**config.mk**
```make
export PLATFORM = sky130hd
export DESIGN_NAME = alu_flat
export DESIGN_NICKNAME = d
export VERILOG_FILES = /design/src/rtl/alu_if.sv /design/src/rtl/alu.sv /design/src/flat_wrapper.sv
export SDC_FILE = /design/constraint.sdc
export NUM_CORES = 1
export LEC_CHECK = 0
export BUFFER_PORTS_ARGS = -buffer_cell sky130_fd_sc_hd__buf_2
export CAP_MARGIN = 0
export CORE_UTILIZATION = 50
export DETAILED_ROUTE_END_ITERATION = 6
export PLACE_DENSITY_LB_ADDON = 0.08
export SYNTH_ARGS = -nofsm -noshare
export SYNTH_HDL_FRONTEND = slang
export SYNTH_SLANG_ARGS = --single-unit
```
**constraint.sdc**
```tcl
create_clock -name Clk -period 2.8 [get_ports Clk]
set_input_delay 0 -clock Clk [delete_from_list [all_inputs] [get_ports Clk]]
set_output_delay 0 -clock Clk [all_outputs]
set_load 0.1 [all_outputs]
```
**src/rtl/alu_if.sv**
```systemverilog
// Control-unit to ALU bundle: operation strobes, operands and registered result.
// Optional Alu_Zero/Alu_Carry signals exist only when ALU_FLAGS_EN is defined.
interface alu_if #(
  parameter int unsigned DATA_WIDTH = 16
);
  logic                  Alu_Add;
  logic                  Alu_Sub;
  logic                  Alu_Mul;
  logic                  Alu_Pass;
  logic [DATA_WIDTH-1:0] Reg1_Out;
  logic [DATA_WIDTH-1:0] Reg2_Out;
  logic [DATA_WIDTH-1:0] Alu_Out;
  logic                  Alu_Valid;
`ifdef ALU_FLAGS_EN
  logic                  Alu_Zero;
  logic                  Alu_Carry;

  modport master (
    output Alu_Add, Alu_Sub, Alu_Mul, Alu_Pass, Reg1_Out, Reg2_Out,
    input  Alu_Out, Alu_Valid, Alu_Zero, Alu_Carry
  );
  modport slave (
    input  Alu_Add, Alu_Sub, Alu_Mul, Alu_Pass, Reg1_Out, Reg2_Out,
    output Alu_Out, Alu_Valid, Alu_Zero, Alu_Carry
  );
`else
  modport master (
    output Alu_Add, Alu_Sub, Alu_Mul, Alu_Pass, Reg1_Out, Reg2_Out,
    input  Alu_Out, Alu_Valid
  );
  modport slave (
    input  Alu_Add, Alu_Sub, Alu_Mul, Alu_Pass, Reg1_Out, Reg2_Out,
    output Alu_Out, Alu_Valid
  );
`endif
endinterface

```
**src/rtl/alu.sv**
```systemverilog
// Registered add/sub/mul/pass unit with one-cycle latency and priority Add > Sub > Mul > Pass.
// Define ALU_FLAGS_EN to build the Alu_Zero/Alu_Carry flag registers and carry logic.
module alu #(
  parameter int unsigned DATA_WIDTH = 16
) (
  input  logic Clk,
  input  logic Reset,
  alu_if.slave bus
);

  logic [DATA_WIDTH-1:0] w_result;
  logic                  w_op_valid;
  logic [DATA_WIDTH-1:0] r_out;
  logic                  r_valid;

`ifdef ALU_FLAGS_EN
  logic                    w_carry;
  logic [2*DATA_WIDTH-1:0] w_prod;
  logic                    r_zero;
  logic                    r_carry;
`endif

  assign w_op_valid = bus.Alu_Add | bus.Alu_Sub | bus.Alu_Mul | bus.Alu_Pass;

  always_comb begin
    w_result = '0;
`ifdef ALU_FLAGS_EN
    w_carry  = 1'b0;
    w_prod   = '0;
    if (bus.Alu_Add) begin
      {w_carry, w_result} = {1'b0, bus.Reg1_Out} + {1'b0, bus.Reg2_Out};
    end else if (bus.Alu_Sub) begin
      w_result = bus.Reg1_Out - bus.Reg2_Out;
      w_carry  = (bus.Reg1_Out < bus.Reg2_Out);
    end else if (bus.Alu_Mul) begin
      w_prod   = {{DATA_WIDTH{1'b0}}, bus.Reg1_Out} * {{DATA_WIDTH{1'b0}}, bus.Reg2_Out};
      w_result = w_prod[DATA_WIDTH-1:0];
      w_carry  = |w_prod[2*DATA_WIDTH-1:DATA_WIDTH];
    end else if (bus.Alu_Pass) begin
      w_result = bus.Reg2_Out;
    end
`else
    if (bus.Alu_Add) begin
      w_result = bus.Reg1_Out + bus.Reg2_Out;
    end else if (bus.Alu_Sub) begin
      w_result = bus.Reg1_Out - bus.Reg2_Out;
    end else if (bus.Alu_Mul) begin
      w_result = bus.Reg1_Out * bus.Reg2_Out;
    end else if (bus.Alu_Pass) begin
      w_result = bus.Reg2_Out;
    end
`endif
  end

  // Result and flags only load on a sampled strobe; idle cycles hold them.
  always_ff @(posedge Clk or posedge Reset) begin
    if (Reset) begin
      r_out   <= '0;
      r_valid <= 1'b0;
`ifdef ALU_FLAGS_EN
      r_zero  <= 1'b0;
      r_carry <= 1'b0;
`endif
    end else begin
      r_valid <= w_op_valid;
      if (w_op_valid) begin
        r_out   <= w_result;
`ifdef ALU_FLAGS_EN
        r_zero  <= (w_result == '0);
        r_carry <= w_carry;
`endif
      end
    end
  end

  assign bus.Alu_Out   = r_out;
  assign bus.Alu_Valid = r_valid;
`ifdef ALU_FLAGS_EN
  assign bus.Alu_Zero  = r_zero;
  assign bus.Alu_Carry = r_carry;
`endif

endmodule

```
**src/flat_wrapper.sv**
```systemverilog
// flat-port wrapper written by rule: the top's interface ports become plain ports
module alu_flat 
#(
  parameter int unsigned DATA_WIDTH = 16
)
  (Clk, Reset, bus_Alu_Add, bus_Alu_Sub, bus_Alu_Mul, bus_Alu_Pass, bus_Reg1_Out, bus_Reg2_Out, bus_Alu_Out, bus_Alu_Valid);
  alu_if #(.DATA_WIDTH(DATA_WIDTH)) bus_i ();
  input  logic Clk;
  input  logic Reset;
  input wire logic [$bits(bus_i.Alu_Add)-1:0] bus_Alu_Add;
  input wire logic [$bits(bus_i.Alu_Sub)-1:0] bus_Alu_Sub;
  input wire logic [$bits(bus_i.Alu_Mul)-1:0] bus_Alu_Mul;
  input wire logic [$bits(bus_i.Alu_Pass)-1:0] bus_Alu_Pass;
  input wire logic [$bits(bus_i.Reg1_Out)-1:0] bus_Reg1_Out;
  input wire logic [$bits(bus_i.Reg2_Out)-1:0] bus_Reg2_Out;
  output wire logic [$bits(bus_i.Alu_Out)-1:0] bus_Alu_Out;
  output wire logic [$bits(bus_i.Alu_Valid)-1:0] bus_Alu_Valid;
  assign bus_i.Alu_Add = bus_Alu_Add;
  assign bus_i.Alu_Sub = bus_Alu_Sub;
  assign bus_i.Alu_Mul = bus_Alu_Mul;
  assign bus_i.Alu_Pass = bus_Alu_Pass;
  assign bus_i.Reg1_Out = bus_Reg1_Out;
  assign bus_i.Reg2_Out = bus_Reg2_Out;
  assign bus_Alu_Out = bus_i.Alu_Out;
  assign bus_Alu_Valid = bus_i.Alu_Valid;
  alu #(.DATA_WIDTH(DATA_WIDTH)) u_core (.Clk(Clk), .Reset(Reset), .bus(bus_i));
endmodule
```
==> impl_metrics.env, run 1 <==
export IMPL_final_common_cell="inv_1"
export IMPL_path_depth=19
export IMPL_clock_sinks=17
export IMPL_r2r_cells=6
export IMPL_cts_tree="done"
export IMPL_drt_first_pass_iters=5
export IMPL_p_seq_share_pct=4.1
export IMPL_worstPathRequired_ns=2.97
export IMPL_place_ws_ns=-2.39
export IMPL_wire_per_inst_um=19.8
export IMPL_synth_edf_count=0
export IMPL_final_antenna_net_count=0
export IMPL_nNetsFinal=1160
export IMPL_numCtsBuffers=3
export IMPL_slowest_stage="fa_1"
export IMPL_layout_drive_gt1_share_pct=34.2
export IMPL_netSwitchingFraction_pct=49.1
export IMPL_worstSetupPathType="input pin to register"
export IMPL_fin_cells=1127
export IMPL_ioPinCount=55
export IMPL_dp_cells=1108
export IMPL_holdCritPathClass="input pin to register"
export IMPL_finalCriticalPeriod_ns=4.70
export IMPL_p_clk_share_pct=3.4
export IMPL_powerDensity_nw_per_um2=1020
export IMPL_synthFlopType="dfrtp_1"
export IMPL_rsz0062_at_grt="true"
export IMPL_grt_first_pass_wirelength_mm=34.5
export IMPL_syn_area_per_cell_um2=7.96
export IMPL_track_usage_pct=35.0
export IMPL_path_buf_inv=4
export IMPL_max_stage_delay_ns=0.54
export IMPL_synthCells=790
export IMPL_r2r_end="u_core.bus.Alu_Out[2]"
export IMPL_hold_viol=0
export IMPL_cts_max_path_buffers=2
export IMPL_finalWirelength_mm=22.3
export IMPL_slew_violations=0
export IMPL_synth_seq_cells=17
export IMPL_p_leak_nw=4.27
export IMPL_grt_max_degree=22
export IMPL_yosysWarnings=0
export IMPL_vias_per_cell=5.58
export IMPL_netlist_area_um2=6290
export IMPL_cts_root_buf="clkbuf_16"
export IMPL_drtIter0Drc=439
export IMPL_final_cell_mix="124 x inv_1, 119 x buf_4, 79 x nand2_1"
export IMPL_die_x_um=114
export IMPL_fmax_ghz=0.213
export IMPL_route_detailed_drc=0
export IMPL_critPathTopFamily="adder cells"
export IMPL_r2r_slack_ns=1.55
export IMPL_die_area_um2=13000
export IMPL_port_buffers=54
export IMPL_synth_cell_types=60
export IMPL_cp_endpoint="u_core.bus.Alu_Out[15]"
export IMPL_startpoint="bus_Reg2_Out[7]"
export IMPL_antenna_cells=0
export IMPL_synthArstFlopShare_pct=100
export IMPL_slew_headroom_pct=50.1
export IMPL_rr_startpoint="u_core.bus.Alu_Out[2]"
export IMPL_power_frac_comb_pct=92.5
export IMPL_worst_slew_pin_slew_ns=0.748
export IMPL_synth_nets=990
export IMPL_min_path_cells=2
export IMPL_startpoint_type="input pin"
export IMPL_p_switching_mw=4.41
export IMPL_fin_hold_ws_ns=0.231
export IMPL_cap_violations=0
export IMPL_grt_pass1_vias=6621
export IMPL_num_rows=40
export IMPL_cp_arrival_ns=4.87
export IMPL_cp_end_kind="register"
export IMPL_crit_path_max_fanout=2
export IMPL_clk_latency_ns=0.26
export IMPL_crit_chain="buf_2 -> ha_2 -> inv_2 -> fa_2 -> fa_1 -> inv_1 -> fa_1 -> fa_1 -> inv_1 -> fa_1 -> fa_2 -> xnor2_2 -> xnor2_1 -> xnor2_1 -> xnor2_1 -> xnor3_2 -> xnor2_1 -> a211o_1 -> a311oi_2"
export IMPL_syn2layout_area_growth_pct=39.5
export IMPL_antenna_found_initial=0
export IMPL_ir_drop_uv=1040
export IMPL_layout_setup_ws_ns=-1.90
export IMPL_final_setup_viol_count=12
export IMPL_dr_total_vias=6288
export IMPL_htreeDepth=1
export IMPL_core_um2=12100
export IMPL_outcome="finished, violations left"
export IMPL_initial_core_util_pct=51.9
export IMPL_place_congestion=0.950
export IMPL_hpwlAfterDp_mm=17.6
export IMPL_ys_seq_area_share_pct=6.77
export IMPL_clk_pin_slew_worst_paths_ns=0.06
export IMPL_period_share_pct=168
export IMPL_violations="negative setup slack"
export IMPL_gr_total_overflow=0
export IMPL_finClkSkew_ns=0
export IMPL_die_h_um=114
export IMPL_p_int_mw=4.57
[power by group through the flow]
stage          Sequential, mW  Clock [mW]  Combinational [mW]
5_1_grt                 0.374       0.313                9.03
2_1_floorplan           0.889           0                4.13
6_report                0.367       0.308                8.30
3_3_place_gp            0.369           0                6.57
3_5_place_dp            0.368           0                6.63
4_1_cts                 0.366       0.307                7.89
[worst register-to-register path: stages (launching register included)]
cell and delay (ns):
dfrtp_1 0.39, mux2i_1 0.17, nor2_1 0.06, a21oi_1 0.13, nor2_1 0.05, a211oi_1 0.23
a21oi_1 0.08
[layer usage]
metal	up-vias	part of all wire, %	track usage, %
met5	-	0	0
met1	3087	42	45.9
met4	0	4.6	12.8
li1	2905	-	-
met3	60	6.0	3.44
met2	236	48	60.1
[worst min path at each step]
stage | from | to | slack (ns)
floorplan | Reset | u_core.bus.Alu_Out[0] | -0.07
global placement | Reset | u_core.bus.Alu_Out[11] | 0.13
detailed placement | Reset | u_core.bus.Alu_Valid | 0.14
CTS | bus_Alu_Add | u_core.bus.Alu_Out[4] | 0.22
global route | bus_Alu_Add | u_core.bus.Alu_Out[12] | 0.25
finish | bus_Alu_Add | u_core.bus.Alu_Out[12] | 0.23
[cells by family (layout without fill, tap and decap cells)]
| logic type | after synthesis | after routing | synth area share [%] |
|---|---|---|---|
| buf+inv | 180 | 349 | 10.8 |
| flops | 17 | 17 | 6.77 |
| compound gates | 153 | 153 | 16.0 |
| simple gates | 228 | 228 | 17.1 |
| mux | 6 | 6 | 0.975 |
| xor+xnor | 44 | 44 | 6.37 |
| fa+ha+maj | 162 | 162 | 41.9 |
[timing repair]
item                                    CTS  global route
setup buffers                             9             6
gates resized for setup                 131            41
hold buffers                              1             0
endpoints found under the setup margin   12            12
endpoints found under the hold margin    17             0
cloned                                    0             1
pin swaps                                56            34
[registers in the layout, summed over array words and instances, names as in the netlist]
signal and flops:
u_core.bus.Alu_Out 16, u_core.bus.Alu_Valid 1
[area by class of cell]
class,instances,area [µm²]
Multi-Input combinational cell,593,5860
Inverter,151,577
Tap cell,168,210
Fill cell,973,3340
Timing Repair Buffer,194,1620
Sequential cell,17,425
Clock buffer,4,78.8
[stage by stage]
| stage | setup TNS (ns) | util [%] | power, mW | instance area (µm²) |
|---|---|---|---|---|
| finish | -15.79 | 72.4 | 8.98 | 8770 |
| global route | -17.47 | 72.4 | 9.72 | 8770 |
| CTS | -15.81 | 70.6 | 8.57 | 8550 |
| detailed placement | -22.21 | 64.6 | 7.00 | 7830 |
| global placement | -21.71 | 64.6 | 6.93 | 7830 |
| floorplan | -14.63 | - | 5.02 | 6610 |
[synth_stat cells, drive strengths merged (8+ instances only)]
cell type	n	share of area [%]
nand2	85	5.1
a21oi	46	3.7
clkbuf	25	1.5
a21o	9	1.1
xnor2	37	5.2
inv	149	8.9
fa	81	26
and2	48	4.8
dfrtp	17	6.8
nor2b	8	0.80
nor2	46	2.7
nor3	12	0.96
a221oi	8	1.1
ha	81	16
o21ai	27	2.1
Power figures use the tool's default switching activity.
==> run 2, diff against run 1 <==
--- a/config.mk
+++ b/config.mk
@@ -5,9 +5,11 @@
 export SDC_FILE = /design/constraint.sdc
 export NUM_CORES = 1
 export LEC_CHECK = 0
+export ABC_AREA = 1
 export BUFFER_PORTS_ARGS = -buffer_cell sky130_fd_sc_hd__buf_2
 export CAP_MARGIN = 0
-export CORE_UTILIZATION = 50
+export CORE_MARGIN = 2
+export CORE_UTILIZATION = 65
 export DETAILED_ROUTE_END_ITERATION = 6
 export PLACE_DENSITY_LB_ADDON = 0.08
 export SYNTH_ARGS = -nofsm -noshare
==> run 2 against run 1 <==
  * The run still ends with negative setup slack left
  * Power fell by 9.1%
  * Fmax up 1.1%
  * Final cell count increased by 15%
  * Critical path depth rose by 8
  * Register-to-register slack gained 0.49 ns
  * Via count increased by 17%
  * Area after synthesis increased by 8.9%
  * Critical path type unchanged
  * Critical endpoint is now u_core.bus.Alu_Out[14]
  * Largest cell class unchanged
  * Highest routed layer unchanged
==> impl_metrics.env, run 2 <==
export IMPL_critPathTopFamily="adder cells"
export IMPL_dp_cells=1288
export IMPL_hold_viol=0
export IMPL_post_route_util_pct=83.5
export IMPL_p_leak_nw=4.96
export IMPL_placed_area_um2=8080
export IMPL_final_common_cell="nand2_1"
export IMPL_fillers=685
export IMPL_path_buf_inv=5
export IMPL_wire_per_inst_um=18.1
export IMPL_finalWirelength_mm=23.5
export IMPL_layout_setup_ws_ns=-1.85
export IMPL_clk_pin_slew_worst_paths_ns=0.07
export IMPL_gr_total_overflow=0
export IMPL_outcome="finished, violations left"
export IMPL_synth_area_leaders="fa_1 24%, nand2_1 15%, ha_1 15%, inv_1 14%, dfrtp_1 6.2%"
export IMPL_slew_headroom_pct=55.7
export IMPL_final_antenna_net_count=0
export IMPL_fin_cells=1300
export IMPL_fmax_ghz=0.215
export IMPL_grt_first_pass_wirelength_mm=36.4
export IMPL_tns_ns=-17.08
export IMPL_die_h_um=107
export IMPL_synth_nets=1233
export IMPL_die_x_um=107
export IMPL_dr_total_vias=7329
export IMPL_track_usage_pct=41.5
export IMPL_powerDensity_nw_per_um2=952
export IMPL_synth_seq_cells=17
export IMPL_synthFlopType="dfrtp_1"
export IMPL_final_cell_mix="265 x nand2_1, 234 x inv_1, 104 x buf_4"
export IMPL_place_congestion=1.01
export IMPL_cts_root_buf="clkbuf_8"
export IMPL_synth_top_area_cell="fa_1"
export IMPL_antenna_found_initial=1
export IMPL_cts_tree="done"
export IMPL_syn_area_per_cell_um2=6.63
export IMPL_fin_hold_ws_ns=0.183
export IMPL_finClkSkew_ns=0
export IMPL_synthCells=1033
export IMPL_ioPinCount=55
export IMPL_layout_area_seq_um2=425
export IMPL_yosysWarnings=0
export IMPL_final_setup_viol_count=12
export IMPL_period_share_pct=166
export IMPL_route_detailed_drc=0
export IMPL_grt_max_degree=19
export IMPL_yosysTopAreaCellShare_pct=23.7
export IMPL_yosysMostFrequentCell="nand2_1"
export IMPL_ys_seq_area_share_pct=6.21
export IMPL_cp_end_kind="register"
export IMPL_nNetsFinal=1364
export IMPL_grt_pass1_vias=7557
export IMPL_syn2layout_area_growth_pct=25.4
export IMPL_numCtsBuffers=3
export IMPL_violations="negative setup slack"
export IMPL_path_common_cell="fa_1"
export IMPL_port_buffers=54
export IMPL_drt_first_pass_iters=6
export IMPL_cap_violations=0
export IMPL_rsz0062_at_grt="true"
export IMPL_holdCritPathClass="input pin to register"
export IMPL_crit_path_max_fanout=7
export IMPL_slew_violations=0
export IMPL_hpwlAfterDp_mm=18.5
export IMPL_clk_latency_ns=0.25
export IMPL_ir_drop_uv=938
export IMPL_htreeDepth=1
export IMPL_core_um2=10300
export IMPL_synth_cell_types=42
export IMPL_netlist_top_cells_count="282 x nand2_1, 251 x inv_1, 81 x fa_1, 81 x ha_1, 55 x nand3_1"
export IMPL_num_rows=37
export IMPL_initial_core_util_pct=66.6
export IMPL_layout_drive_gt1_share_pct=23.0
export IMPL_max_stage_delay_ns=0.56
export IMPL_largest_reg_flops=16
export IMPL_worstSetupPathType="input pin to register"
export IMPL_drtIter0Drc=824
export IMPL_synthArstFlopShare_pct=100
export IMPL_cts_max_path_buffers=2
export IMPL_synth_edf_count=0
export IMPL_clock_sinks=17
export IMPL_finalCriticalPeriod_ns=4.65
export IMPL_die_area_um2=11400
export IMPL_worst_slew_pin_slew_ns=0.663
export IMPL_startpoint_type="input pin"
export IMPL_cp_arrival_ns=4.79
export IMPL_fin_area_um2=8580
export IMPL_multi_input_area_um2=5670
export IMPL_worstPathRequired_ns=2.94
export IMPL_vias_per_cell=5.64
export IMPL_slowest_stage="fa_1"
export IMPL_netlist_area_um2=6850
==> run 2: cell types whose count changed after synthesis, moves of 8 or more <==
cell,delta
nor2_1,-8
o21ai_0,+14
xor2_1,+8
nor2b_1,-8
buf_2,+11
nand2_1,+197
o211ai_1,+9
nand3_1,+48
buf_4,+9
and2_1,-48
xnor2_1,-31
inv_1,+103
clkbuf_1,-9
==> run 2: cells by family after synthesis <==
kind of cell               share of synthesized area, %
AOI/OAI and AO/OA                                  11.9
xor gates and xnor gates                           2.56
adders and majority gates                          38.5
buffers and inverters                              17.4
DFF                                                6.21
and+or+nand+nor                                    23.5
==> run 2: tightest hold or removal path: cells and delay by family <==
kind	cells	cell delay, ns
buffers and inverters	1	0.22
AND/OR/NAND/NOR	2	0.17
==> run 2: timing repair <==
item                                    in CTS  in global routing
hold buffers                                 1                  0
endpoints found under the setup margin      12                 12
buffers inserted                             5                  1
pin swaps                                   35                 16
hold endpoints to repair                    17                  0
gates resized for setup                     81                 26
==> run 2: path summary, 6_finish.rpt <==
path                                             from                     end  slack [ns]  cells after the start
min in group asynchronous                       Reset   u_core.bus.Alu_Out[2]        0.39                      3
max in group asynchronous                       Reset   u_core.bus.Alu_Out[4]        1.98                      3
worst min-delay path                      bus_Alu_Add  u_core.bus.Alu_Out[10]        0.18                      3
worst max register to register  u_core.bus.Alu_Out[0]   u_core.bus.Alu_Out[0]        2.04                      2
worst min register to register  u_core.bus.Alu_Out[8]   u_core.bus.Alu_Out[8]        0.50                      2
worst max-delay path                  bus_Reg1_Out[4]  u_core.bus.Alu_Out[14]       -1.85                     27
==> run 2: report_power, final <==
part	total [mW]	internal (mW)	switching [mW]
logic	7.63	3.25	4.38
registers	0.348	0.311	0.0370
clock network	0.186	0.101	0.0847
==> run 2: per-stage QoR <==
stage | total power, mW | setup slack, ns
3_3_place_gp | 6.69 | -2.18
4_1_cts | 7.56 | -1.82
2_1_floorplan | 4.87 | -1.81
5_1_grt | 8.86 | -2.07
6_report | 8.17 | -1.85
3_5_place_dp | 6.88 | -2.25
==> run 2: layout make-up <==
type                       instances  share of cell area [%]
multi-input combinational        716                    66.1
timing repair buffer             166                    15.0
inverter                         260                    11.4
sequential                        17                    4.96
tap                              136                    1.98
clock buffer                       4                   0.525
antenna                            1                  0.0292
==> run 2: per-layer routing <==
layer	vias to the layer above	GRT usage, %	part of all wire, %
li1	3398	-	-
met1	3447	50.3	37
met2	386	74.2	49
met3	98	5.71	8.7
met4	0	16.3	5.9
met5	-	0	0
